--- config.mk ---
export PLATFORM = sky130hd
export DESIGN_NAME = pid_scheduler
export DESIGN_NICKNAME = d
export VERILOG_FILES = /design/src/rtl/pid_scheduler.sv
export SDC_FILE = /design/constraint.sdc
export NUM_CORES = 1
export LEC_CHECK = 0
export BUFFER_PORTS_ARGS = -buffer_cell sky130_fd_sc_hd__buf_4
export CORE_AREA = 10 10 270 272
export CTS_CLUSTER_SIZE = 8
export DETAILED_ROUTE_END_ITERATION = 7
export DIE_AREA = 0 0 280 282
export MAX_ROUTING_LAYER = met4
export PLACE_DENSITY_LB_ADDON = 0.05
export SETUP_SLACK_MARGIN = 0.05
export SYNTH_ARGS = -nofsm -noshare
export SYNTH_HDL_FRONTEND = slang
export SYNTH_SLANG_ARGS = --single-unit
export TNS_END_PERCENT = 10
--- constraint.sdc ---
create_clock -name clk -period 2.8 [get_ports clk]
set_clock_uncertainty 0.2 [all_clocks]
set_input_delay 0.14 -clock clk [delete_from_list [all_inputs] [get_ports clk]]
set_output_delay 0.14 -clock clk [all_outputs]
set_load 0.005 [all_outputs]
--- src/rtl/pid_scheduler.sv ---
// pid_scheduler: time-multiplexes one shared PID core across NCH motor channels
module pid_scheduler #(
   parameter int NCH     = 4,
   parameter int PID_LAT = 5
) (
   input  logic               clk,
   input  logic               rst_n,
   input  logic               tick,
   input  logic [NCH-1:0]     ch_en,
   input  logic [NCH-1:0]     int_clr,
   input  logic [13*NCH-1:0]  pos_d_all,
   input  logic [13*NCH-1:0]  pos_all,
   input  logic [13*NCH-1:0]  vel_d_all,
   input  logic [13*NCH-1:0]  vel_all,
   input  logic [13*NCH-1:0]  kp_n_all,
   input  logic [13*NCH-1:0]  ki_n_all,
   input  logic [13*NCH-1:0]  kd_n_all,
   input  logic [8*NCH-1:0]   kp_d_all,
   input  logic [8*NCH-1:0]   ki_d_all,
   input  logic [8*NCH-1:0]   kd_d_all,
   output logic [12:0]        pid_pos_d,
   output logic [12:0]        pid_pos,
   output logic [12:0]        pid_vel_d,
   output logic [12:0]        pid_vel,
   output logic [12:0]        pid_err_prev,
   output logic [12:0]        pid_int_err_prev,
   output logic [12:0]        pid_kp_n,
   output logic [12:0]        pid_ki_n,
   output logic [12:0]        pid_kd_n,
   output logic [7:0]         pid_kp_d,
   output logic [7:0]         pid_ki_d,
   output logic [7:0]         pid_kd_d,
   input  logic [12:0]        pid_pwm,
   input  logic [12:0]        pid_err,
   input  logic [12:0]        pid_int_err,
   input  logic               pid_dir,
   output logic [13*NCH-1:0]  pwm_all,
   output logic [NCH-1:0]     dir,
   output logic               busy,
   output logic               done,
   output logic               overrun
);
   localparam int IW = (NCH > 1) ? $clog2(NCH) : 1;
   localparam logic [IW-1:0] LAST = IW'(NCH - 1);

   typedef enum logic [1:0] {IDLE, ISSUE, DRAIN, DONE} state_t;
   typedef struct packed {
      logic          v;
      logic [IW-1:0] tag;
      logic          en;
   } tag_t;

   state_t         state_q, state_d;
   logic [IW-1:0]  idx_q, idx_d;
   tag_t           pipe_q [PID_LAT];
   tag_t           pipe_d [PID_LAT];
   logic [12:0]    err_q [NCH];
   logic [12:0]    err_d [NCH];
   logic [12:0]    int_q [NCH];
   logic [12:0]    int_d [NCH];
   logic [12:0]    pwm_q [NCH];
   logic [12:0]    pwm_d [NCH];
   logic [NCH-1:0] dir_q, dir_d;
   logic           busy_q, busy_d, done_q, done_d, ovr_q, ovr_d;
   logic           issue;
   tag_t           head;

   assign issue   = (state_q == ISSUE);
   assign head    = pipe_q[PID_LAT-1];
   assign dir     = dir_q;
   assign busy    = busy_q;
   assign done    = done_q;
   assign overrun = ovr_q;

   for (genvar i = 0; i < NCH; i++) begin : g_pwm
      assign pwm_all[13*i +: 13] = pwm_q[i];
   end

   // channel idx operands onto the core while issuing, zero otherwise
   always_comb begin
      pid_pos_d        = issue ? pos_d_all[13*idx_q +: 13] : '0;
      pid_pos          = issue ? pos_all[13*idx_q +: 13]   : '0;
      pid_vel_d        = issue ? vel_d_all[13*idx_q +: 13] : '0;
      pid_vel          = issue ? vel_all[13*idx_q +: 13]   : '0;
      pid_kp_n         = issue ? kp_n_all[13*idx_q +: 13]  : '0;
      pid_ki_n         = issue ? ki_n_all[13*idx_q +: 13]  : '0;
      pid_kd_n         = issue ? kd_n_all[13*idx_q +: 13]  : '0;
      pid_kp_d         = issue ? kp_d_all[8*idx_q +: 8]    : '0;
      pid_ki_d         = issue ? ki_d_all[8*idx_q +: 8]    : '0;
      pid_kd_d         = issue ? kd_d_all[8*idx_q +: 8]    : '0;
      pid_err_prev     = issue ? err_q[idx_q] : '0;
      pid_int_err_prev = (issue && ch_en[idx_q] && !int_clr[idx_q]) ? int_q[idx_q] : '0;
   end

   // next state: frame sequencing, tag pipe shift and result writeback
   always_comb begin
      state_d = (state_q == IDLE)  ? (tick ? ISSUE : IDLE) :
                (state_q == ISSUE) ? ((idx_q == LAST) ? DRAIN : ISSUE) :
                (state_q == DRAIN) ? ((head.v && head.tag == LAST) ? DONE : DRAIN) :
                IDLE;
      idx_d          = (issue && idx_q != LAST) ? idx_q + IW'(1) : '0;
      busy_d         = (state_d == ISSUE) || (state_d == DRAIN);
      done_d         = (state_d == DONE);
      ovr_d          = tick && (state_q != IDLE);
      pipe_d[0].v    = issue;
      pipe_d[0].tag  = issue ? idx_q : '0;
      pipe_d[0].en   = issue && ch_en[idx_q];
      for (int k = 1; k < PID_LAT; k++) pipe_d[k] = pipe_q[k-1];
      err_d = err_q;
      int_d = int_q;
      pwm_d = pwm_q;
      dir_d = dir_q;
      if (head.v) begin
         err_d[head.tag] = head.en ? pid_err     : '0;
         int_d[head.tag] = head.en ? pid_int_err : '0;
         pwm_d[head.tag] = head.en ? pid_pwm     : '0;
         dir_d[head.tag] = head.en && pid_dir;
      end
   end

   // single register stage for FSM, tag pipe, loop state and outputs
   always_ff @(posedge clk) begin
      if (!rst_n) begin
         state_q <= IDLE;
         idx_q   <= '0;
         pipe_q  <= '{default: '0};
         err_q   <= '{default: '0};
         int_q   <= '{default: '0};
         pwm_q   <= '{default: '0};
         dir_q   <= '0;
         busy_q  <= 1'b0;
         done_q  <= 1'b0;
         ovr_q   <= 1'b0;
      end else begin
         state_q <= state_d;
         idx_q   <= idx_d;
         pipe_q  <= pipe_d;
         err_q   <= err_d;
         int_q   <= int_d;
         pwm_q   <= pwm_d;
         dir_q   <= dir_d;
         busy_q  <= busy_d;
         done_q  <= done_d;
         ovr_q   <= ovr_d;
      end
   end
endmodule
==> results.yml <==
route:
  top_layer: "met4"
  drtAntennaViolNets: 0
  num_vias: 11980
  wl_met1_um: 34300
  wl_um: 81920
  drcViolationCount: 0
  vias_per_cell: 4.427
  drt-pass1-iter-count: 4
  met3_length_um: 5349
  drt_iter0_markers: 653
  drt-wirelength-per-cell_um: 30.27
  wl_met2_um: 41570
timing:
  fin_crit_sh_pct: 96.34
  relSlewSlack_pct: 54.61
  hold_viol: 0
  setup_tns_ps: 0
  finalSetupViolCount: 0
  max_clock_freq_mhz: 370.7
  final_max_slew_viol_count: 0
  finalCriticalPeriod_ps: 2698
  postLayoutSetupSlackWorst_ps: 102.4
  rsz0062_at_grt: "true"
  worst_slew_pin_slew_ps: 680.8
synth:
  synth_warnings: 0
  ys_seq_elements: 187
  synthesis.nets: 1637
  ys_seq_area_share_pct: 32.50
  postSynthCellCount: 1124
  synth_cell_types: 30
  mappedNetlistArea_um2: 11520
  syn_avg_cell_area_um2: 10.25
layout:
  drive_above_1_share_pct: 51.98
  area_growth_pct: 63.70
  fillers: 7309
  final_nets: 2322
  multi_input_area_um2: 7144
  seq_area_um2: 3755
run:
  drv_cap: 0
clock_network:
  cts_max_level: 4
  cts_tree: "built"
  worstSkewPairLatency_ps: 440
  cts_buffers: 17
  clkTransAtPathRegs_ps: 70
  numClockSinks: 187
  clockBufferDepth: 2
  cts_root_buf: "clkbuf_16"
place:
  port_buffers: 710
  post-place-ws_ps: 439.9
  gp_congestion: 1.026
  hpwl_um: 65960
global_routing:
  grt_overflow: 0
  grtUsageTotal_pct: 20.34
  grt_max_degree: 73
  antenna_found_initial: 6
  grt_first_pass_wirelength_um: 109900
  grt_pass1_vias: 12590
floorplan:
  rows: 96
  die-area_um2: 78960
  die-width_um: 280
  fp.dieH_um: 282
  core-area_um2: 67750
  initial_core_util_pct: 17.00
  io-pin-count: 711
critical_path:
  crit_path_max_fanout: 33
  reg2reg_depth: 4
  end_kind: "output pin"
  rrSetupSlack_ps: 760
  crit_type: "reg -> out"
  cp.required_ps: 2460
  reg2reg_to: "pipe_d[12]$_SDFF_PN0_"
  crit_path_start_kind: "register"
  arrival_ps: 2360
  r2r_start: "idx_q[1]$_SDFF_PN0_"
hold_path:
  worstHoldStart: "rst_n"
  holdPathStages: 2
  min_to: "pwm_all[51]$_SDFFE_PN0P_"
  hp-class: "in -> reg"
status:
  status: "completed"
pwr:
  power_leakage_nw: 7.498
  ir_drop_mv: 0.4318
  power_density_nw_per_um2: 351.3
## flip-flops by register name (all words and copies together), names as in the netlist
name     count
int_q       52
busy         1
head         4
pipe_d      16
pwm_all     52
overrun      1
idx_q        2
err_q       52
dir          4
state_q      2
done         1
## layout by cell type (no fill, tap or decap), drive strengths merged, types with 3 or more instances in the layout
cell | Yosys | final
and3b | 3 | 3
and3 | 3 | 3
diode | 0 | 4
dfxtp | 187 | 187
nand3 | 161 | 161
clkinv | 0 | 3
clkbuf | 52 | 25
nand2 | 162 | 162
and2 | 149 | 149
buf | 70 | 745
dlygate4sd3 | 0 | 41
nor3b | 16 | 16
mux2i | 4 | 4
a21boi | 160 | 160
mux4 | 141 | 141
## per-layer routing
layer / up-vias / track usage, %
met5: - / -
met1: 6089 / 24.34
met2: 419 / 34.72
li1: 5442 / -
met4: 0 / 2.869
met3: 30 / 5.179
## cells in the mapped netlist (all sizes together)
cell | n | area, µm²
nor3 | 1 | 5.000
o32ai | 1 | 8.760
nor2 | 2 | 7.510
mux2i | 4 | 40.04
inv | 1 | 3.750
ha | 2 | 25.02
dfxtp | 187 | 3744
or3b | 1 | 8.760
nand3 | 161 | 805.8
a22oi | 1 | 12.51
nand3b | 2 | 15.01
nand2b | 1 | 6.260
o211a | 1 | 10.01
and2 | 149 | 932.1
nand2 | 162 | 608.1
nor3b | 16 | 170.2
a21boi | 160 | 1201
clkbuf | 52 | 195.2
buf | 70 | 476.7
mux4 | 141 | 3176
and2b | 1 | 7.510
and3b | 3 | 26.28
o21ai | 1 | 5.000
mux2 | 1 | 11.26
and3 | 3 | 18.77
## worst max path at each step
stage	start	end	slack, ps	cells after the start
2_1_floorplan	idx_q[0]$_SDFF_PN0_	busy$_SDFF_PN0_	1090	5
3_3_place_gp	idx_q[1]$_SDFF_PN0_	pid_ki_n[9]	440	5
3_5_place_dp	idx_q[1]$_SDFF_PN0_	pid_kp_d[3]	440	5
4_1_cts	idx_q[0]$_SDFF_PN0_	pid_vel[12]	30	4
5_1_grt	idx_q[0]$_SDFF_PN0_	pid_vel[4]	10	4
6_report	idx_q[0]$_SDFF_PN0_	pid_vel_d[11]	100	4
## cells by family (layout without fill, tap and decap cells)
family / Yosys count / count (layout) / share of synthesized area (%)
multiplexers: 146 / 146 / 28.01
other: 0 / 4 / 0
adder cells (fa/ha/maj): 2 / 2 / 0.2172
AND/OR/NAND/NOR: 502 / 502 / 22.67
buffers and inverters: 123 / 819 / 5.865
flip-flops: 187 / 187 / 32.50
AO/OA/AOI/OAI: 164 / 164 / 10.74
## through the flow
stage,instances,instance area [µm²],util [%],hold WS [ps],power [mW]
after floorplan,1124,11520,-,88.17,3.278
after global placement,2627,17750,26.20,216.8,4.308
after detailed placement,2627,17750,26.20,212.8,4.313
after CTS,2702,18780,27.72,54.44,6.755
after global routing,2704,18850,27.83,73.73,6.938
final,2706,18860,27.84,41.85,6.625
## repair_timing
item | in CTS | in global routing
setup endpoints to repair | 61 | 39
resized for setup | 2 | 23
buffers inserted | 2 | 0
pin swaps | 1 | 5
hold buffers | 41 | 0
gates cloned | 2 | 0
hold endpoints to repair | 162 | 0
## cell type report
cell class	instances	share of cell area (%)
clock inverter	5	0.1990
multi-input combinational	814	37.88
tap	882	5.852
sequential	187	19.91
timing repair buffer	788	33.45
clock buffer	25	2.627
inverter	1	0.01990
antenna	4	0.05308
## where the power goes
part	switching, mW	internal, mW
clock network	1.09	1.22
logic	0.641	0.992
registers	0.0134	2.66
## worst max-delay path, stage by stage (launching register included)
cell and delay [ps]:
dfxtp_4 560, buf_16 300, mux4_2 690, and2_4 200
buf_4 130
No activity file was read; power rests on OpenSTA's default activity.
